[src/rtl/lc3b_mem_stage.sv]
// lc3b MEM stage: decodes memory opcodes, sequences one or two data-memory accesses (LDI/STI), stalls upstream.
// Optional perf counters enabled by defining LC3B_MEM_STAGE_PERF_EN.
package lc3b_types;
  typedef logic [15:0] lc3b_word;
  typedef logic [3:0]  lc3b_four;
  typedef logic [2:0]  lc3b_nzp;

  localparam lc3b_four OP_LDB = 4'b0010;
  localparam lc3b_four OP_LDW = 4'b0110;
  localparam lc3b_four OP_LDI = 4'b1010;
  localparam lc3b_four OP_STB = 4'b0011;
  localparam lc3b_four OP_STW = 4'b0111;
  localparam lc3b_four OP_STI = 4'b1011;
endpackage

module lc3b_mem_stage
  import lc3b_types::*;
(
  input  logic        clk,
  input  logic        rst_n,
  input  logic        ex_valid,
  input  lc3b_word    ex_address,
  input  lc3b_word    ex_data,
  input  lc3b_word    ex_npc,
  input  lc3b_word    ex_aluresult,
  input  lc3b_word    ex_ir,
  input  lc3b_four    ex_cs,
  input  lc3b_nzp     ex_drid,
  output lc3b_word    dmem_address,
  output lc3b_word    dmem_wdata,
  output logic [1:0]  dmem_byte_enable,
  output logic        dmem_read,
  output logic        dmem_write,
  input  lc3b_word    dmem_rdata,
  input  logic        dmem_resp,
  output logic        wb_load,
  output lc3b_word    wb_address,
  output lc3b_word    wb_data,
  output lc3b_word    wb_npc,
  output lc3b_word    wb_aluresult,
  output lc3b_word    wb_ir,
  output lc3b_four    wb_cs,
  output lc3b_nzp     wb_drid,
  output logic        mem_stall,
  output logic [31:0] perf_stall_cycles,
  output logic [31:0] perf_mem_ops
);
  typedef enum logic {IDLE, IND} state_t;

  state_t   state, state_nxt;
  lc3b_word ind_addr;
  lc3b_four opcode;
  logic     is_rd, is_wr, is_ind, is_byte, is_mem;
  logic     rd, wr, word, complete, latch_ptr;
  lc3b_word acc_addr;
  logic [7:0] ld_byte;

  assign opcode  = ex_ir[15:12];
  assign is_rd   = (opcode == OP_LDB) || (opcode == OP_LDW) || (opcode == OP_LDI);
  assign is_wr   = (opcode == OP_STB) || (opcode == OP_STW) || (opcode == OP_STI);
  assign is_ind  = (opcode == OP_LDI) || (opcode == OP_STI);
  assign is_byte = (opcode == OP_LDB) || (opcode == OP_STB);
  assign is_mem  = is_rd | is_wr;

  always_comb begin
    state_nxt        = state;
    rd               = 1'b0;
    wr               = 1'b0;
    word             = 1'b1;
    complete         = 1'b0;
    latch_ptr        = 1'b0;
    acc_addr         = ex_address;
    dmem_byte_enable = 2'b11;
    dmem_wdata       = ex_data;
    unique case (state)
      IDLE: begin
        if (ex_valid) begin
          if (!is_mem) begin
            complete = 1'b1;
          end else begin
            // indirect ops always fetch the pointer with a word read first
            rd   = is_rd | is_ind;
            wr   = is_wr & ~is_ind;
            word = is_ind | ~is_byte;
            if (!word) begin
              dmem_byte_enable = ex_address[0] ? 2'b10 : 2'b01;
              dmem_wdata       = {ex_data[7:0], ex_data[7:0]};
            end
            if (dmem_resp) begin
              if (is_ind) begin
                latch_ptr = 1'b1;
                state_nxt = IND;
              end else begin
                complete = 1'b1;
              end
            end
          end
        end
      end
      IND: begin
        acc_addr = ind_addr;
        if (ex_valid) begin
          rd = is_rd;
          wr = is_wr;
          if (dmem_resp) begin
            complete  = 1'b1;
            state_nxt = IDLE;
          end
        end else begin
          state_nxt = IDLE;
        end
      end
      default: state_nxt = IDLE;
    endcase
  end

  always_ff @(posedge clk or negedge rst_n) begin
    if (!rst_n) begin
      state    <= IDLE;
      ind_addr <= '0;
    end else begin
      state <= state_nxt;
      if (latch_ptr) ind_addr <= dmem_rdata;
    end
  end

  // strobes and handshake outputs are gated so reset silences them immediately
  assign dmem_address = word ? {acc_addr[15:1], 1'b0} : acc_addr;
  assign dmem_read    = rd & rst_n;
  assign dmem_write   = wr & rst_n;
  assign wb_load      = complete & rst_n;
  assign mem_stall    = ex_valid & rst_n & ~complete;

  assign ld_byte = ex_address[0] ? dmem_rdata[15:8] : dmem_rdata[7:0];

  always_comb begin
    wb_data = ex_data;
    if (is_rd) wb_data = is_byte ? {{8{ld_byte[7]}}, ld_byte} : dmem_rdata;
  end

  assign wb_address   = is_ind ? ind_addr : ex_address;
  assign wb_npc       = ex_npc;
  assign wb_aluresult = ex_aluresult;
  assign wb_ir        = ex_ir;
  assign wb_cs        = ex_cs;
  assign wb_drid      = ex_drid;

`ifdef LC3B_MEM_STAGE_PERF_EN
  logic [31:0] stall_cnt, ops_cnt;

  always_ff @(posedge clk or negedge rst_n) begin
    if (!rst_n) begin
      stall_cnt <= '0;
      ops_cnt   <= '0;
    end else begin
      if (mem_stall && stall_cnt != '1) stall_cnt <= stall_cnt + 32'd1;
      if (wb_load && is_mem && ops_cnt != '1) ops_cnt <= ops_cnt + 32'd1;
    end
  end

  assign perf_stall_cycles = stall_cnt;
  assign perf_mem_ops      = ops_cnt;
`else
  assign perf_stall_cycles = '0;
  assign perf_mem_ops      = '0;
`endif

endmodule

[config.mk]
export PLATFORM = sky130hd
export DESIGN_NAME = lc3b_mem_stage
export DESIGN_NICKNAME = d
export VERILOG_FILES = /design/src/rtl/lc3b_mem_stage.sv
export SDC_FILE = /design/constraint.sdc
export NUM_CORES = 1
export LEC_CHECK = 0
export CAP_MARGIN = 20
export CORE_AREA = 2 2 114 116
export CTS_CLUSTER_SIZE = 40
export DETAILED_ROUTE_END_ITERATION = 8
export DIE_AREA = 0 0 116 118
export GPL_TIMING_DRIVEN = 0
export MAX_ROUTING_LAYER = met4
export PLACE_DENSITY_LB_ADDON = 0.2
export SLEW_MARGIN = 20
export SYNTH_ARGS = -nofsm -noshare
export SYNTH_HDL_FRONTEND = slang
export SYNTH_SLANG_ARGS = --single-unit
[constraint.sdc]
create_clock -name clk -period 2.45 [get_ports clk]
set_input_delay 0.245 -clock clk [delete_from_list [all_inputs] [get_ports clk]]
set_output_delay 0.245 -clock clk [all_outputs]
set_load 0.1 [all_outputs]
==> summary by stage <==
Flow run
The count of max-cap constraint violations is 0.

Layout
In the final design database the tool counted 629 nets. The synthesis-to-finish area growth is 84.8%. The commonest non-fill, non-tap cell in the layout is buf_4.

In the layout the commonest cells are buf_4 (137), clkdlybuf4s50_1 (114), mux2_2 (78), conb_1 (64), buf_2 (28). Of the cells placed in the final design, the portion with a size suffix greater than 1 is 55.9%. The repair_antennas step left the layout with diodes totalling 0. Summing all non-filler instances in the final layout gives an area of 4950 sq um.

Floorplanning
Row generation in the floorplan step produced 41 rows. The die extent in x is 116 um. a little under 300 I/O pins were placed. In this run the standard cell core region covers 12400 sq um. The die covers roughly 14000 sq um.

The chip height is 118 um. The initial utilization of the core area, before any placement, comes to 21.6%.

STA
For the pin with the worst max-slew slack, the measured transition is 0.989 ns. Setup violations remaining at the end of the flow were counted as 0. After layout, the worst path uses 98.8% of the clock period. Measured against its own limit, the worst slew margin works out to 33.9%.

Setup repair after global routing could not meet its margin everywhere. For this run, the top clock speed supported by timing is 413 MHz. The final setup skew is approximately 0.0013 ns. The clock period could shrink to approximately 2.4 ns. The final number of max-transition violations is 0.

Adding up every negative setup slack in the final design gives 0 ns. The number of hold-slack violations in the final timing report is 0.

Clock network
TritonCTS created 3 clock buffers. The CTS tree is done. In this run the clock root is driven by a clkbuf_16. In this run the number of H-tree levels came out at 1. The clock passes through at most 2 buffers.

Counting every sink on the clock net gives 17. The quantity of hold-fixing buffers added after cts is 0. After clock tree synthesis, the clock-pin slew on the worst setup and hold paths is 0.06 ns.

Clock latency on the worst-skew pair, taken at its later pin, is between 0.2 and 0.3 ns.

Worst setup path
The maximum cell stage delay along the critical path is 0.86 ns. The critical path goes through dlygate4sd2_1, nand3b_1, buf_6, mux2_2, dlygate4sd2_1. The top fanout value on the critical path is 9. The type of element capturing the critical path is an output port.

The path type of the worst setup path is in2out. STA classifies the critical path startpoint as an input port. Counting stages on the worst path, the most repeated cell is dlygate4sd2_1. At the worst endpoint, the required time is 2.20 ns.

The slowest stage of the critical path is the dlygate4sd2_1 cell. Data on the critical path arrives at its endpoint at 2.17 ns.

Synthesis
After synthesis, the mean cell area works out to 9.96 sq um. The cell count after synthesis came out at between 200 and 300. The number of synthesized register bits is 17. The proportion of synthesized chip area in sequential cells is 15.9%. The netlist area before placement is approximately 2700 sq um. The number of library cell types mapped by synthesis is 28. The number of synthesis warnings is 0.

Route
The number of vias per cell is 3.64. The met1 wire length is between 3000 and 4000 um. The highest signal layer in the routed design is met4. The routed via count is 2523. The detailed-routed wire length on met3 is 872 um. The post-detailed-route wirelength per cell is 13.9 um.

For this run, design rule violations remaining after detail routing come to 0. The count of nets left with antenna violations once routing finished came out at 0. After the first detailed-routing iteration, the DRC count stood at 34. Summed over all layers, the routed wires come to 9660 um. The detailed-routed wire length on met2 is 5080 um. The first TritonRoute pass finished after 4 iterations.

Global route
The first global-routing pass estimated 13500 um of wire. The maximum number of pins on one net before global-route repair is 22. The via count of the first global-routing pass is 2447. The overall track demand over capacity in global routing is 13.4%.

The initial antenna violation count is 0. After global routing the overflow that remains totals 0.

Power
The worst-case IR drop observed on VDD is 0.235 mV. The total power is 0.00282 W. The analysis attributes to cell leakage a power of between 2 and 2.5 nW. Power spread over the standard cell area amounts to 569 nW/um^2.

Min path
The min-delay analysis places its worst path in the category in2async.

Placement
Summing all placed instances gives a cell area of 4940 sq um. The HPWL after detailed placement is roughly 7800 um. The routability congestion estimate from global placement is 0.768. The count of buffers inserted at the top-level ports is 179.

Outcome
The flow ran to the end, and the final reports show no timing, DRC or antenna violations.
==> metal layers <==
layer | track usage, % | vias up
met2 | 25.0 | 171
met1 | 15.3 | 1115
met5 | - | -
li1 | - | 1233
met4 | 2.23 | 0
met3 | 1.44 | 4
==> metrics by stage <==
stage / cells / worst slack [ns] / hold WS (ns) / utilization [%]
CTS: 691 / 0.00148 / 0.108 / 39.9
finish: 693 / 0.0301 / 0.0836 / 39.9
global placement: 683 / -0.995 / 0.509 / 39.8
detailed placement: 683 / -0.968 / 0.515 / 39.8
floorplan: 332 / 0.117 / -0.0506 / -
global route: 693 / -0.0410 / 0.127 / 39.9
==> path summary, 6_finish.rpt <==
kind,cells after the start,to,from,slack (ns)
worst max-delay path,5,wb_address[0],ex_ir[14],0.03
worst min-delay path,1,ind_addr[15],rst_n,0.08
worst max register to register,4,ind_addr[11],state,0.88
worst min register to register,1,ind_addr[11],ind_addr[11],0.53
max in group asynchronous,1,ind_addr[2],rst_n,1.99
min in group clk,1,ind_addr[11],ind_addr[11],0.53
==> sequential cells by signal (all words and copies together) (netlist names) <==
name and flops:
state 1, ind_addr 16
==> timing repair <==
item,in CTS,in global routing
gates resized for setup,221,33
setup buffers,4,2
setup endpoints to repair,63,27
pin swaps,1,0
==> area by class of cell <==
| cell class | count | area (sq um) |
|---|---|---|
| sequential | 17 | 425 |
| multi-input combinational | 176 | 1490 |
| inverter | 3 | 11.3 |
| tap | 172 | 215 |
| clock buffer | 4 | 78.8 |
| fill | 1286 | 7460 |
| timing repair buffer | 185 | 1700 |
| buffer | 136 | 1030 |
==> worst max-delay path: cells and delay by family <==
family                 cells  cell delay [ns]
AND/OR/NAND/NOR            1             0.20
multiplexers               1             0.17
buffers and inverters      3             1.55
==> kinds of logic after synthesis <==
| group | Yosys count | share of synthesized area (%) |
|---|---|---|
| AO/OA/AOI/OAI | 6 | 1.92 |
| buffers and inverters | 139 | 38.6 |
| flip-flops | 17 | 15.9 |
| multiplexers | 88 | 38.4 |
| other | 1 | 0.140 |
| AND/OR/NAND/NOR | 18 | 5.09 |
==> report_power, final <==
group          switching (W)  leakage, nW  internal [W]
registers          0.0000473        0.210      0.000345
logic                0.00155         2.15      0.000530
clock network       0.000122       0.0382      0.000222
==> synth_stat cells <==
cell type  count  share of area (%)
nor4bb_1       1               0.37
and4_1         1               0.33
o21ai_0        1               0.19
or2_2          1               0.23
a211oi_4       1               0.75
mux2_2        78                 33
conb_1         1               0.14
nor3b_1        2               0.56
nand2b_1       3               0.70
nor2_8         1               0.75
mux2_4        10                5.6
nand3b_1       2               0.56
buf_6          3                1.3
nor2_1         1               0.14
inv_1          3               0.42
nor2b_1        1               0.23
a221oi_1       1               0.33
nand2_4        1               0.42
dfrtp_1       17                 16
buf_4        129                 36
nand2_1        1               0.14
a31oi_1        1               0.23
a21oi_1        1               0.19
nand4_1        1               0.23
and2_1         1               0.23
buf_2          4               0.75
nand3_1        1               0.19
o22ai_1        1               0.23
No activity file was read; power rests on OpenSTA's default activity.
